`config.mk`:
```
export PLATFORM = sky130hd
export DESIGN_NAME = fp_int_mul_bit_serial
export DESIGN_NICKNAME = d
export VERILOG_FILES = /design/src/rtl/fp_int_pkg.sv /design/src/rtl/fp_int_mul_bit_serial.sv
export SDC_FILE = /design/constraint.sdc
export NUM_CORES = 1
export LEC_CHECK = 0
export BUFFER_PORTS_ARGS = -buffer_cell sky130_fd_sc_hd__buf_2
export CORE_MARGIN = 2
export CORE_UTILIZATION = 40
export DETAILED_ROUTE_END_ITERATION = 8
export MAX_ROUTING_LAYER = met4
export PLACE_DENSITY_LB_ADDON = 0.12
export SYNTH_ARGS = -nofsm -noshare
export SYNTH_HDL_FRONTEND = slang
export SYNTH_SLANG_ARGS = --single-unit
export TNS_END_PERCENT = 30
```
`constraint.sdc`:
```
create_clock -name clk -period 8.48 [get_ports clk]
set_input_delay 0 -clock clk [delete_from_list [all_inputs] [get_ports clk]]
set_output_delay 0 -clock clk [all_outputs]
set_load 0.02 [all_outputs]
```
`src/rtl/fp_int_pkg.sv`:
```
// Purpose: shared FP16 field widths, product widths and field-slice helpers for the FP-INT path.
// Latency: n/a (types, constants and pure functions only).
// Backpressure: n/a.
package fp_int_pkg;

    // FP16 layout: 1 sign, EXP_W exponent, FRAC_W fraction bits.
    localparam int FP16_W   = 16;
    localparam int EXP_W    = 5;
    localparam int FRAC_W   = 10;

    // Mantissa with hidden bit, and the bit-serial weight geometry.
    localparam int MAN_W    = FRAC_W + 1;
    localparam int MAX_PREC = 4;
    localparam int PREC_W   = 4;
    localparam int PQ_W     = 3;
    localparam int CNT_W    = 2;

    // |product| <= 8 * 2047 = 16376 fits PROD_W; the signed partial needs one more bit.
    localparam int PROD_W   = 14;
    localparam int P_W      = PROD_W + 1;

    function automatic logic fp16_sign(input logic [FP16_W-1:0] v);
        return v[FP16_W-1];
    endfunction

    function automatic logic [EXP_W-1:0] fp16_exp(input logic [FP16_W-1:0] v);
        return v[FRAC_W +: EXP_W];
    endfunction

    function automatic logic [FRAC_W-1:0] fp16_frac(input logic [FP16_W-1:0] v);
        return v[FRAC_W-1:0];
    endfunction

    // Integer mantissa: hidden bit is set for every non-zero exponent code,
    // so subnormals use a hidden 0 and Inf/NaN codes still carry a 1.
    function automatic logic [MAN_W-1:0] fp16_mant(input logic [FP16_W-1:0] v);
        return {(fp16_exp(v) != '0), fp16_frac(v)};
    endfunction

    // Weight width 0 is treated as 1, anything wider than MAX_PREC as MAX_PREC.
    function automatic logic [PQ_W-1:0] clamp_prec(input logic [PREC_W-1:0] p);
        logic [PQ_W-1:0] r;
        if (p == '0) begin
            r = PQ_W'(1);
        end else if (p > PREC_W'(MAX_PREC)) begin
            r = PQ_W'(MAX_PREC);
        end else begin
            r = p[PQ_W-1:0];
        end
        return r;
    endfunction

endpackage

```
`src/rtl/fp_int_mul_bit_serial.sv`:
```
// Purpose: FP16 activation x bit-serial (MSB first, 1..4 bit) two's-complement weight, unnormalized product.
// Latency: result registers and start_acc update on the edge that samples the last weight bit.
// Backpressure: none; valid=0 simply holds state, so a weight may be paused mid-stream.
module fp_int_mul_bit_serial
    import fp_int_pkg::*;
#(
    parameter int ACT_WIDTH = 16,
    parameter int ACC_WIDTH = 32
) (
    input  logic                 clk,
    input  logic                 rst,
    input  logic [ACT_WIDTH-1:0] act,
    input  logic                 w,
    input  logic                 valid,
    input  logic                 set,
    input  logic [PREC_W-1:0]    precision,
    output logic                 sign_out,
    output logic [EXP_W-1:0]     exp_out,
    output logic [PROD_W-1:0]    mantissa_out,
    output logic                 start_acc
);

    // The accumulator width only matters to the integrator; flag an impossible
    // pairing structurally without adding logic.
    if (ACC_WIDTH < PROD_W) begin : g_acc_narrower_than_product
    end

    logic [PQ_W-1:0]          prec_q;
    logic [CNT_W-1:0]         cnt;
    logic signed [P_W-1:0]    p_q;

    // Activation fields captured on bit 0 so later act changes are ignored.
    logic                     s_a;
    logic [EXP_W-1:0]         e_a;
    logic [MAN_W-1:0]         m_q;

    logic                     first;
    logic                     last;
    logic                     step;
    logic                     s_cur;
    logic [EXP_W-1:0]         e_cur;
    logic [MAN_W-1:0]         m_cur;
    logic signed [P_W-1:0]    addend;
    logic signed [P_W-1:0]    p_nxt;
    logic [PROD_W-1:0]        mag_nxt;
    logic                     sign_nxt;

    // Shift-add datapath: bit 0 carries negative weight (-M), later bits add +M after doubling.
    always_comb begin
        first    = (cnt == '0);
        last     = ({1'b0, cnt} == (prec_q - PQ_W'(1)));
        step     = valid && !set;
        s_cur    = first ? fp16_sign(act[FP16_W-1:0]) : s_a;
        e_cur    = first ? fp16_exp(act[FP16_W-1:0])  : e_a;
        m_cur    = first ? fp16_mant(act[FP16_W-1:0]) : m_q;
        addend   = w ? $signed({{(P_W-MAN_W){1'b0}}, m_cur}) : '0;
        p_nxt    = first ? (-addend) : ((p_q <<< 1) + addend);
        // Low PROD_W bits of the two's-complement negation are exact since |P| < 2^PROD_W.
        mag_nxt  = p_nxt[P_W-1] ? (~p_nxt[PROD_W-1:0] + PROD_W'(1)) : p_nxt[PROD_W-1:0];
        // A zero product is reported as +0 regardless of operand signs.
        sign_nxt = (mag_nxt != '0) && (s_cur ^ p_nxt[P_W-1]);
    end

    // Configuration register; only set touches it.
    always_ff @(posedge clk or negedge rst) begin
        if (!rst) begin
            prec_q <= PQ_W'(MAX_PREC);
        end else if (set) begin
            prec_q <= clamp_prec(precision);
        end
    end

    // Bit counter and signed partial product; set aborts the weight in flight.
    always_ff @(posedge clk or negedge rst) begin
        if (!rst) begin
            cnt <= '0;
            p_q <= '0;
        end else if (set) begin
            cnt <= '0;
            p_q <= '0;
        end else if (valid) begin
            p_q <= p_nxt;
            cnt <= last ? '0 : cnt + CNT_W'(1);
        end
    end

    // Capture activation sign/exponent/mantissa with the weight's sign bit.
    always_ff @(posedge clk or negedge rst) begin
        if (!rst) begin
            s_a <= 1'b0;
            e_a <= '0;
            m_q <= '0;
        end else if (step && first) begin
            s_a <= s_cur;
            e_a <= e_cur;
            m_q <= m_cur;
        end
    end

    // Result registers hold until the next completed weight.
    always_ff @(posedge clk or negedge rst) begin
        if (!rst) begin
            sign_out     <= 1'b0;
            exp_out      <= '0;
            mantissa_out <= '0;
        end else if (step && last) begin
            sign_out     <= sign_nxt;
            exp_out      <= e_cur;
            mantissa_out <= mag_nxt;
        end
    end

    // start_acc is a single-cycle strobe following each completed weight.
    always_ff @(posedge clk or negedge rst) begin
        if (!rst) begin
            start_acc <= 1'b0;
        end else begin
            start_acc <= step && last;
        end
    end

endmodule

```
==> impl_metrics.csv <==
group,metric,value,unit
power_and_ir_drop,power,1.17,mW
yosys,syn_avg_cell_area,9.09,µm²
place,place_congestion,0.862,
global_route,antenna_found_initial,0,
timing,max_freq,200,MHz
place,dp_hpwl,7360,µm
route,dr.pass1.iters,4,
cts,path_clk_slew,80,ps
setup_path,cpMaxStageDelayCell,"nor2_1",
yosys,synth_compound_area_share,18.9,%
setup_path,cp-start-kind,"flip-flop",
yosys,yosys_register_bits,57,
route,wl_per_cell,15.4,µm
floorplan,die_height,107,µm
timing,hold_viol,0,
yosys,synth_flop_cell,"dfrtp_1",
floorplan,initial_core_util,41.1,%
setup_path,cp.required,8700,ps
final_layout,final_cells,663,
timing,finalClockSkew,9.37,ps
yosys,synthArstFlopShare,100,%
yosys,synthSimpleGateAreaFrac,21.2,%
final_layout,final_common_cell,"dfrtp_1",
yosys,synth_edf_count,0,
setup_path,crit_arrival,5230,ps
final_layout,drive_above_1_share,20.9,%
yosys,synth_nets,508,
route,route.antenna.remaining_nets,0,
timing,fin_crit,5000,ps
global_route,gr-total-overflow,0,
power_and_ir_drop,cellPowerDensity,234,nW/µm²
final_layout,mostFrequentLayoutCells,"56 x dfrtp_1, 49 x nand2_1, 45 x buf_2",
timing,worst_pin_slew,880,ps
job,maxCapViolations,0,
setup_path,max_stage_delay,680,ps
cts,root_buffer,"clkbuf_8",
cts,cts_buffers,9,
power_and_ir_drop,p_leak,2.30,nW
cts,h-tree-depth,3,
global_route,grt_pass1_vias,3627,
timing,slew_headroom,41.2,%
yosys,synth_cells,467,
setup_path,worstSetupPathType,"reg2reg",
yosys,synthAdderAreaFrac,4.89,%
global_route,grt_max_degree,58,
power_and_ir_drop,ir_worst_vdd,0.0968,mV
final_layout,final_nets,563,
route,drt-total-wl,10200,µm
worst_hold_path,min-delay-path-class,"in2reg",
timing,tns,0,ps
setup_path,crit_path_end_kind,"flip-flop",
global_route,grtUsageTotal,19.7,%
floorplan,die_w,107,µm
yosys,synth_area,4250,µm²
route,viasPerCell,5.29,
timing,slew_violations,0,
timing,grt_setup_unrepaired,"false",
setup_path,path_max_fanout,33,
floorplan,io_pins,46,
global_route,grt_pass1_wl,17400,µm
route,num_vias,3507,
run_status,run_status,"completed",
yosys,ys_seq_area_share,33.6,%
floorplan,core_area,10300,µm²
yosys,synth_top_family_by_area,"simple AND/OR/NAND/NOR gates",
yosys,synthMuxAreaShare,11.5,%
timing,fin_crit_sh,59.0,%
timing,setup_viol,0,
cts,ctsResizeCount,0,
floorplan,die_area,11500,µm²
route,drc_errors,0,
place,placement.io_buffers,45,
final_layout,area_growth,17.2,%
yosys,synth_xor_xnor_area_share,5.36,%
cts,cts_tree,"built",
cts,clock-sinks,57,
route,drtIter0Drc,155,
yosys,synthDistinctLibCells,78,
final_layout,diodes,0,
place,dp.cells,626,
yosys,yosys_warnings,0,
cts,clock_latency,350,ps
cts,cts.path.max_buffers,2,
floorplan,rows,37,
setup_path,path_cells,"inv_1 -> ha_2 -> buf_4 -> mux2_4 -> and2_1 -> ha_1 -> a211o_1 -> nand2b_1 -> o221ai_1 -> mux2i_1 -> nand2_1 -> nor2_1 -> o211ai_1 -> a2111oi_1 -> a41oi_1",
==> synth_stat cells, types with 7 or more instances <==
cell type  count  area share [%]
xnor2_1       18             3.7
and3_1         7             1.0
dfrtp_1       56              33
mux2_2        20             5.3
nand2_1       49             4.3
nor3_1        10             1.2
mux2i_1       20             4.7
xor2_1         8             1.7
a211oi_1       8             1.4
nand3_1       15             1.8
inv_1         18             1.6
nand2b_1       8             1.2
nor2_1        43             3.8
a21oi_1       21             2.5
clkbuf_1      13             1.1
o21ai_0       28             3.3
nor2b_1        7             1.0
ha_1          15             4.4
==> through the flow <==
stage | area, µm² | hold WS, ps | utilization [%] | setup slack [ps]
floorplan | 4250 | -296 | - | 3710
global placement | 4540 | 201 | 44.0 | 3620
detailed placement | 4540 | 206 | 44.0 | 3520
CTS | 4970 | 18.6 | 48.2 | 3490
global route | 4970 | 51.7 | 48.2 | 3040
finish | 4970 | 30.2 | 48.2 | 3480
==> power breakdown <==
group	switching, mW	internal (mW)
clock network	0.133	0.168
logic	0.294	0.195
registers	0.0359	0.340
total	0.463	0.703
==> routing by layer <==
metal / wire length, µm / track usage (%) / vias to the layer above
met4: 183 / 6.68 / 0
li1: - / - / 1777
met5: 0 / - / -
met2: 4890 / 32.6 / 50
met1: 4870 / 24.9 / 1665
met3: 251 / 2.55 / 15
==> registers in the layout, indices dropped and copies added (netlist names) <==
register      cells
mantissa_out     14
p_q              14
m_q              11
e_a               5
exp_out           5
prec_q            3
cnt               2
s_a               1
sign_out          1
start_acc         1
==> kinds of logic after synthesis <==
logic type | Yosys count
and+or+nand+nor | 174
xor gates and xnor gates | 26
muxes | 44
AOI/OAI and AO/OA | 107
buffers and inverters | 43
DFF | 57
adders and majority gates | 16
==> worst max-delay path: cells and delay by family, from the launching register on <==
family,cells,cell delay (ps)
AOI/OAI and AO/OA,5,1420
adders and majority gates,2,770
buffers and inverters,2,560
DFF,1,410
muxes,2,590
and+or+nand+nor,4,1100
==> timing repair <==
item | 4_1_cts | 5_1_grt
endpoints found under the hold margin | 77 | 0
hold buffers | 21 | 0
buffers inserted | 0 | 0
==> worst paths after layout <==
path / start / endpoint / slack, ps / depth (start not counted)
worst max-delay path: cnt[0] / sign_out / 3480 / 15
worst min-delay path: act[3] / m_q[3] / 30 / 2
worst max register to register: cnt[0] / sign_out / 3480 / 15
worst min register to register: mantissa_out[9] / mantissa_out[9] / 470 / 2
max in group asynchronous: rst / m_q[8] / 7660 / 3
min in group asynchronous: rst / prec_q[1] / 320 / 3
==> final cells by class <==
type / count / area [µm²]
fill: 993 / 5350
timing repair buffer: 68 / 450
multi-input combinational: 367 / 2630
clock inverter: 7 / 101
inverter: 19 / 71.3
tap: 136 / 170
clock buffer: 9 / 124
sequential: 57 / 1430
No activity file was read; power rests on OpenSTA's default activity.
